## src/rtl/pong_game_ctrl.sv

```systemverilog
// ---------------------------------------------------------------------------
// PongGameCtrl -- game-flow controller for the pong demo.
//
// Sequences a game through IDLE -> SERVE -> PLAY -> MISS -> (SERVE | OVER),
// tracks score (3-digit BCD), remaining lives and ball speed, and tells the
// ball datapath when to move and when to reload its serve position.
//
// Ports
//   clk         25 MHz pixel clock, the only clock
//   reset       synchronous active-high reset
//   frame_tick  one-cycle pulse per video frame
//   start_btn   raw asynchronous start button (active-high)
//   hit         one-cycle pulse: ball bounced off the paddle
//   miss        one-cycle pulse: ball passed the paddle row
//   state       IDLE=0, SERVE=1, PLAY=2, MISS=3, OVER=4
//   ball_enable ball may move (PLAY only)
//   serve_load  one-cycle pulse on the first cycle of each SERVE visit
//   speed       ball pixels per frame, 1..MAX_SPEED
//   lives       remaining lives
//   score_bcd   score, [11:8] hundreds .. [3:0] units
//   game_over   high only in OVER
// ---------------------------------------------------------------------------
module pong_game_ctrl #(
   parameter int SERVE_FRAMES   = 60,
   parameter int LIVES          = 3,
   parameter int HITS_PER_LEVEL = 8,
   parameter int MAX_SPEED      = 4
) (
   input  logic        clk,
   input  logic        reset,
   input  logic        frame_tick,
   input  logic        start_btn,
   input  logic        hit,
   input  logic        miss,
   output logic [2:0]  state,
   output logic        ball_enable,
   output logic        serve_load,
   output logic [2:0]  speed,
   output logic [1:0]  lives,
   output logic [11:0] score_bcd,
   output logic        game_over
);

   localparam int FW = $clog2(SERVE_FRAMES + 1);
   localparam int HW = $clog2(HITS_PER_LEVEL + 1);

   typedef enum logic [2:0] {
      IDLE  = 3'd0,
      SERVE = 3'd1,
      PLAY  = 3'd2,
      MISS  = 3'd3,
      OVER  = 3'd4
   } GameState;

   GameState curState;
   GameState nextState;

   logic          syncA;
   logic          syncB;
   logic          syncPrev;
   logic          startEvt;
   logic          enterServe;
   logic [FW-1:0] frameCnt;
   logic [HW-1:0] hitCnt;

   // Decimal increment of the 3-digit score; sticks at 999 rather than
   // wrapping so a long game never appears to reset the score.
   function automatic logic [11:0] bcdInc(input logic [11:0] v);
      logic [3:0] d0;
      logic [3:0] d1;
      logic [3:0] d2;
      d0 = v[3:0];
      d1 = v[7:4];
      d2 = v[11:8];
      if (v != 12'h999) begin
         if (d0 != 4'd9) begin
            d0 = d0 + 4'd1;
         end else begin
            d0 = 4'd0;
            if (d1 != 4'd9) begin
               d1 = d1 + 4'd1;
            end else begin
               d1 = 4'd0;
               d2 = d2 + 4'd1;
            end
         end
      end
      return {d2, d1, d0};
   endfunction

   // The start button is asynchronous: two flops bring it into the clk
   // domain, and a third remembers the previous level so only a press
   // (rising edge) produces a start event, not a held button.
   always_ff @(posedge clk) begin
      if (reset) begin
         syncA    <= 1'b0;
         syncB    <= 1'b0;
         syncPrev <= 1'b0;
      end else begin
         syncA    <= start_btn;
         syncB    <= syncA;
         syncPrev <= syncB;
      end
   end

   assign startEvt   = syncB & ~syncPrev;
   assign enterServe = (nextState == SERVE) && (curState != SERVE);

   // State register.
   always_ff @(posedge clk) begin
      if (reset) begin
         curState <= IDLE;
      end else begin
         curState <= nextState;
      end
   end

   // Next-state logic. Miss is checked before anything else in PLAY so a
   // simultaneous hit is simply lost. Unknown codes fall back to IDLE.
   always_comb begin
      nextState = IDLE;
      case (curState)
         IDLE:    nextState = startEvt ? SERVE : IDLE;
         SERVE:   nextState = (frame_tick && frameCnt == FW'(SERVE_FRAMES - 1))
                              ? PLAY : SERVE;
         PLAY:    nextState = miss ? MISS : PLAY;
         MISS:    nextState = frame_tick ? ((lives == 2'd0) ? OVER : SERVE)
                                         : MISS;
         OVER:    nextState = startEvt ? SERVE : OVER;
         default: nextState = IDLE;
      endcase
   end

   // Game datapath: serve pulse, frame counter, score, lives and speed.
   // A serve entered from IDLE or OVER starts a fresh game; a serve after a
   // lost ball keeps score, speed and hit progress. Lives drop on the same
   // edge as the PLAY->MISS move so MISS can decide OVER from the new value.
   always_ff @(posedge clk) begin
      if (reset) begin
         serve_load <= 1'b0;
         frameCnt   <= '0;
         hitCnt     <= '0;
         speed      <= 3'd1;
         lives      <= 2'(LIVES);
         score_bcd  <= 12'h000;
      end else begin
         serve_load <= enterServe;

         if (enterServe) begin
            frameCnt <= '0;
         end else if (curState == SERVE && frame_tick) begin
            frameCnt <= frameCnt + FW'(1);
         end

         if (enterServe && (curState == IDLE || curState == OVER)) begin
            score_bcd <= 12'h000;
            lives     <= 2'(LIVES);
            speed     <= 3'd1;
            hitCnt    <= '0;
         end else if (curState == PLAY) begin
            if (miss) begin
               lives <= lives - 2'd1;
            end else if (hit) begin
               score_bcd <= bcdInc(score_bcd);
               if (hitCnt == HW'(HITS_PER_LEVEL - 1)) begin
                  hitCnt <= '0;
                  if (speed < 3'(MAX_SPEED)) begin
                     speed <= speed + 3'd1;
                  end
               end else begin
                  hitCnt <= hitCnt + HW'(1);
               end
            end
         end
      end
   end

   assign state       = curState;
   assign ball_enable = (curState == PLAY);
   assign game_over   = (curState == OVER);

endmodule

```

## config.mk

```make
export PLATFORM = sky130hd
export DESIGN_NAME = pong_game_ctrl
export DESIGN_NICKNAME = d
export VERILOG_FILES = /design/src/rtl/pong_game_ctrl.sv
export SDC_FILE = /design/constraint.sdc
export NUM_CORES = 1
export LEC_CHECK = 0
export BUFFER_PORTS_ARGS = -buffer_cell sky130_fd_sc_hd__buf_4
export CAP_MARGIN = 20
export CORE_UTILIZATION = 35
export DETAILED_ROUTE_END_ITERATION = 10
export HOLD_SLACK_MARGIN = 0.03
export PLACE_DENSITY_LB_ADDON = 0.25
export SYNTH_ARGS = -nofsm -noshare
export SYNTH_HDL_FRONTEND = slang
export SYNTH_SLANG_ARGS = --single-unit
```

## constraint.sdc

```tcl
create_clock -name clk -period 2.99 [get_ports clk]
set_clock_uncertainty 0.15 [all_clocks]
set_input_delay 0.1495 -clock clk [delete_from_list [all_inputs] [get_ports clk]]
set_output_delay 0.1495 -clock clk [all_outputs]
set_load 0.02 [all_outputs]
```

==> results of run 1 <==
-- area by class of cell --
cell class,count,area [sq um]
clock buffers,6,82.58
multi-input cells,141,927.1
inverters,10,37.54
fillers,451,2464
flip-flops and latches,34,680.7
repair buffers,32,247.7
well taps,52,65.06
-- report_power, final --
part	internal, mW	switching (mW)
Sequential	0.456	0.00356
Combinational	0.0166	0.0218
Clock	0.177	0.153
-- timing repair --
item,CTS,global route
hold buffers,3,0
hold endpoints to repair,6,0
resized for setup,0,0
-- synth_stat cells (5+ instances only) --
cell type  number  area share
nor2_1         18       0.040
nand3_1         7       0.021
dfxtp_1        34        0.40
nand4_1         5       0.018
inv_1          10       0.022
a21oi_1        13       0.038
nor2b_1         7       0.026
ha_1            6       0.044
xor2_1          5       0.026
nand2_1        17       0.038
o21ai_0         8       0.024
-- through the flow --
step                cell area, sq um  cells
global route                    2041    275
floorplan                       1700    194
detailed placement              1928    266
CTS                             2041    275
global placement                1928    266
finish                          2041    275
-- worst max-delay path, cell delays in order (launching register included) --
cell,delay (ps)
dfxtp_1,440
nor2b_1,520
nand4_1,370
a2111o_1,440
a21oi_1,130
-- metal layers --
metal	GRT usage	share of wire	vias to the layer above
met3	0.03938	0.034	5
li1	-	-	745
met1	0.2043	0.53	656
met4	0.07190	0.017	0
met2	0.2002	0.42	20
met5	0	0	-
-- sequential cells by signal, summed over array words and instances, names as in the netlist --
signal	cells
frameCnt	6
syncPrev	1
hitCnt	4
state	3
speed	3
syncA	1
lives	2
syncB	1
serve_load	1
score_bcd	12
-- cells by family after synthesis --
group,synth area share
muxes,0.01766
xor gates and xnor gates,0.04635
buffers and inverters,0.05445
AOI/OAI and AO/OA,0.1435
and+or+nand+nor,0.2936
DFF,0.4003
adders and majority gates,0.04415
-- final timing paths --
path	endpoint	slack, ps	cells after the start
worst min-delay path	state[2]$_SDFF_PP0_	80	3
worst max-delay path	score_bcd[10]$_SDFFE_PP0P_	890	4
worst min register to register	syncB$_SDFF_PP0_	290	1
worst max register to register	score_bcd[10]$_SDFFE_PP0P_	890	4
==> results.toml, run 1 <==
[critical_path]
rr_startpoint = "state[0]$_SDFF_PP0_"
cp-end-kind = "flip-flop"
timing.critical_path.from = "state[0]$_SDFF_PP0_"
path_class = "flip-flop to flip-flop"
critical_path.startpoint_type = "flip-flop"
crit_path_max_fanout = 14
arrival_ps = 2170
crit_required_ps = 3050

[clock_network]
cts.sink_count = 34
clkLatencyLatePin_ps = 280
cts.reportedPaths.clkPinSlew_ps = 60
ctsRootBufferMaster = "clkbuf_8"
cts_setup_buffers = 0
ctsHtreeMaxLevel = 2
tritoncts = "yes"
cts_buffers = 5
clock_path_buffers = 2

[sta]
fmax_ghz = 0.4753
min_period_ps = 2104
final.setup.worst_slack_ps = 885.9
final-max-slew-violation-count = 0
final_min_period_over_clock_period = 0.7037
maxSlewHeadroom = 0.6158
hold_viol = 0
worst_pin_slew_ps = 575.2
setup_tns_ps = 0
hold_slack_ps = 76.64
timing.final.setup_violations = 0
grt_setup_unrepaired = "no"

[finish]
mostFrequentLayoutCell = "dfxtp_1"
fin_util = 0.4531
final_nets = 236
layout.cells.most_common_list = "dfxtp_1 (34), buf_4 (29), nor2_1 (18)"
insertedDiodeCount = 0
synthToLayoutAreaGrowth_pct = 20.01
proportion_of_layout_cells_with_a_drive_suffix_above_1 = 0.2197

[yosys]
ys_seq_area_frac = 0.4003
synth_nets = 206
synth.distinct_cells = 46
post_synth.cell_area_avg_sq_um = 8.765
syn-instance-count = 194
synth_edf_count = 0
synthArstFlopShare = 0
netlist_area_before_placement_sq_um = 1700
yosys_most_used_dff = "dfxtp_1"
yosysWarningCount = 0
postSynthRegisterBits = 34

[global_routing]
pin_count_of_the_biggest_net_entering_global_routing = 16
grt_use_total = 0.1444
grt_first_pass_wirelength_um = 5775
grt_overflow_total = 0
grt_antenna_before_repair = 0
grt_pass1_vias = 1246

[power]
p_total_mw = 0.8283
power-per-cell-area_nw_per_um2 = 405.9
static-leakage-power_nw = 0.8201
vdd.ir_drop.worst_mv = 0.1897

[worst_hold_path]
timing.hold.worst.class = "input port to flip-flop"
hp-start = "frame_tick"

[floorplanning]
floorplan.initialDensity = 0.3775
core_area_sq_um = 4504
chipWidth_um = 71.70
pin_count = 29
die_h_um = 71.70
row_count = 24
design.die.area_sq_um = 5141

[placed_design]
placement.io_buffers = 28
post-place-ws_ps = 923.4
hpwl_um = 2385
place_congestion = 0.7816

[routing]
detail_route.drc_violations = 0
routed_wirelength_um = 3399
final_antenna_net_count = 0
via_per_inst = 5.185
first_pass_iteration_count_of_the_detailed_router = 4
detailedRoute.firstIterationViolations = 70
wl_cell_um = 12.36
num_vias = 1426

[outcome]
outcome = "complete, no violations"

[job]
cap_viol_max_count = 0
Note: power is estimated with default switching activity, not from simulation.
==> inputs of run 2 (changes only) <==
--- a/config.mk
+++ b/config.mk
@@ -5,6 +5,7 @@
 export SDC_FILE = /design/constraint.sdc
 export NUM_CORES = 1
 export LEC_CHECK = 0
+export ABC_AREA = 1
 export BUFFER_PORTS_ARGS = -buffer_cell sky130_fd_sc_hd__buf_4
 export CAP_MARGIN = 20
 export CORE_UTILIZATION = 35
==> constraint.sdc (replaced) <==
create_clock -name clk -period 2.1 [get_ports clk]
set_clock_uncertainty 0.15 [all_clocks]
set_input_delay 0.105 -clock clk [delete_from_list [all_inputs] [get_ports clk]]
set_output_delay 0.105 -clock clk [all_outputs]
set_load 0.02 [all_outputs]
==> run 2 against run 1 <==
  * Sequential power grew 42%
  * Global-route usage increased by 0.62 points
  * Utilization fell by 0.35 points
  * Non-clock buffer count is the same
  * Setup slack worse by 420 ps
  * Area after synthesis grew 1.3%
==> results.toml, run 2 <==
[finish]
proportion_of_layout_cells_with_a_drive_suffix_above_1 = 0.1866
multiInputGateArea_sq_um = 889.6
max_flop_register = "score_bcd"
final_nets = 296
final_cell_area_sq_um = 2123
fin_util = 0.4495
insertedDiodeCount = 0
largest_register_ffs = 12
final-seq-area_sq_um = 680.7
fin_cells = 351
layout_top_registers = "score_bcd: 12 flops, frameCnt: 6 flops, hitCnt: 4 flops"
num-fill-cells = 508
mostFrequentLayoutCell = "nand2_1"
synthToLayoutAreaGrowth_pct = 23.33
layout.cells.most_common_list = "nand2_1 (64), dfxtp_1 (34), inv_1 (32)"

[sta]
setup_tns_ps = 0
min_period_ps = 1632
worst_pin_slew_ps = 334.9
grt_setup_unrepaired = "no"
final.setup.worst_slack_ps = 467.6
hold_slack_ps = 93.13
final_min_period_over_clock_period = 0.7773
fmax_ghz = 0.6126
final-max-slew-violation-count = 0
timing.final.setup_violations = 0
hold_viol = 0
maxSlewHeadroom = 0.7764

[placed_design]
numPlacedInstances = 340
placed_cell_area_sq_um = 2007
post-place-ws_ps = 475.8
place_congestion = 0.8084
placement.io_buffers = 28
hpwl_um = 2554

[yosys]
largest_family_of_logic_cells_by_synthesized_area = "simple AND/OR/NAND/NOR gates"
synthArstFlopShare = 0
synth_compound_area_frac = 0.07776
post_synth.cell_area_avg_sq_um = 6.970
yosys_most_used_dff = "dfxtp_1"
synth_adder_area_share = 0.04360
muxShareOfSynthArea = 0
synth_simple_gate_area_share = 0.3343
synth_largest_area_cell = "dfxtp_1"
synth.most_common_cell = "nand2_1"
syn-instance-count = 247
postSynthRegisterBits = 34
synth_xor_area_frac = 0.06105
post_synth_most_frequent_cells = "nand2_1 (64), dfxtp_1 (34), inv_1 (32), nor2_1 (31), a21oi_1 (17)"
yosysWarningCount = 0
synth_edf_count = 0
ys_seq_area_frac = 0.3953
synth.distinct_cells = 23
synth_top_area_share = 0.3953
synth_nets = 259
synth_top_cells_by_area = "dfxtp_1 (40%), nand2_1 (14%), inv_1 (7.0%), nor2_1 (6.8%), xor2_1 (5.1%)"
netlist_area_before_placement_sq_um = 1722

[clock_network]
cts.sink_count = 34
cts.reportedPaths.clkPinSlew_ps = 70
clkLatencyLatePin_ps = 280
cts_hold_repair.buffers = 4
cts_setup_buffers = 0
cts_buffers = 5
tritoncts = "yes"
clock_path_buffers = 2
post_cts_resize_count = 0
ctsHtreeMaxLevel = 2
ctsRootBufferMaster = "clkbuf_8"

[floorplanning]
core_area_sq_um = 4723
die_h_um = 72.14
row_count = 25
chipWidth_um = 72.14
floorplan.initialDensity = 0.3645
design.die.area_sq_um = 5203
pin_count = 29

[critical_path]
critical_path.startpoint_type = "flip-flop"
reg2regPathDepth = 8
cp-end-kind = "flip-flop"
critPathSlowestCell = "dfxtp_1"
rr_endpoint = "score_bcd[0]$_SDFFE_PP0P_"
cp_cell_sequence = "ha_1, nand3_1, inv_1, nand3_2, nand2_2, inv_2, nand2_1, a21oi_1"
cp_num_cells = 8
setup_slack_of_the_most_critical_reg_to_reg_path_ps = 470
arrival_ps = 1650
worst_setup_path_endpoint = "score_bcd[0]$_SDFFE_PP0P_"
cp.buffers_inverters = 2
crit_path_max_fanout = 10
crit_required_ps = 2110
max_stage_delay_ps = 420
timing.critical_path.max_delay_family = "simple AND/OR/NAND/NOR gates"
timing.critical_path.from = "score_bcd[8]$_SDFFE_PP0P_"
rr_startpoint = "score_bcd[8]$_SDFFE_PP0P_"
path_class = "flip-flop to flip-flop"

[worst_hold_path]
hp-start = "hit"
timing.hold.worst.class = "input port to flip-flop"

[global_routing]
grt_antenna_before_repair = 0
grt_first_pass_wirelength_um = 6037
pin_count_of_the_biggest_net_entering_global_routing = 19
grt_pass1_vias = 1456
grt_overflow_total = 0
grt_use_total = 0.1506

[power]
share_clk_of_total_power = 0.393
logic_gate_share_of_total_power = 0.048
static-leakage-power_nw = 0.9005
power.net_switching_mw = 0.2681
cell_internal_pwr_mw = 0.8994
p_total_mw = 1.167
vdd.ir_drop.worst_mv = 0.2820
power-per-cell-area_nw_per_um2 = 549.8
power_switching_share = 0.2296
seqPwrFrac = 0.559

[routing]
via_per_inst = 4.419
detailedRoute.firstIterationViolations = 77
detail_route.drc_violations = 0
num_vias = 1551
routed_wirelength_um = 3425
first_pass_iteration_count_of_the_detailed_router = 4
wl_cell_um = 9.758
final_antenna_net_count = 0

[job]
cap_viol_max_count = 0

[outcome]
outcome = "complete, no violations"
[run 2: cell types whose count changed in the layout (fill, tap and decap cells not counted), sizes merged, moves of 4 or more]
cell | before | now
a21oi | 13 | 17
and4bb | 4 | 0
inv | 10 | 38
nand2 | 17 | 67
nand3 | 7 | 16
nor2 | 18 | 39
nor2b | 7 | 0
o21ai | 9 | 4
or3 | 4 | 0
xor2 | 5 | 10
[run 2: routing by layer]
metal / vias to the layer above / wire length [um] / track usage
met5: - / 0 / 0
met4: 0 / 91 / 0.07843
met3: 8 / 119 / 0.05139
met2: 22 / 1458 / 0.2347
met1: 676 / 1755 / 0.1837
li1: 845 / - / -
[run 2: kinds of logic (layout without fill, tap and decap cells)]
family | after synthesis | after routing
xor+xnor | 12 | 12
fa+ha+maj | 6 | 6
simple gates | 130 | 130
buf+inv | 40 | 77
flops | 34 | 34
compound gates | 25 | 25
[run 2: worst min-delay path by stage]
stage                                           end  slack, ps  cells after the start
final                     score_bcd[6]$_SDFFE_PP0P_         90                      5
after global routing      score_bcd[6]$_SDFFE_PP0P_        100                      5
after CTS                 score_bcd[6]$_SDFFE_PP0P_         90                      5
after detailed placement           syncA$_SDFF_PP0_        160                      3
after global placement             syncA$_SDFF_PP0_        160                      3
after floorplan                    syncA$_SDFF_PP0_         60                      2
[run 2: cell type report]
| class | count | share of cell area |
|---|---|---|
| inverters | 38 | 0.06718 |
| repair buffers | 32 | 0.1179 |
| well taps | 67 | 0.03948 |
| multi-input cells | 173 | 0.4190 |
| flip-flops and latches | 34 | 0.3206 |
| clock buffers | 7 | 0.03595 |
[run 2: power by group through the flow]
stage	combinational (mW)	sequential, mW	clock (mW)
4_1_cts	0.0568	0.653	0.473
2_1_floorplan	0.0292	0.670	0
6_report	0.0557	0.653	0.459
3_5_place_dp	0.0507	0.668	0
3_3_place_gp	0.0508	0.668	0
5_1_grt	0.0624	0.653	0.511
[run 2: worst register-to-register path, delay by kind of cell, from the launching register on]
family | cells | cell delay, ps
and+or+nand+nor | 4 | 580
DFF | 1 | 420
adders and majority gates | 1 | 170
buffers and inverters | 2 | 150
AOI/OAI and AO/OA | 1 | 50
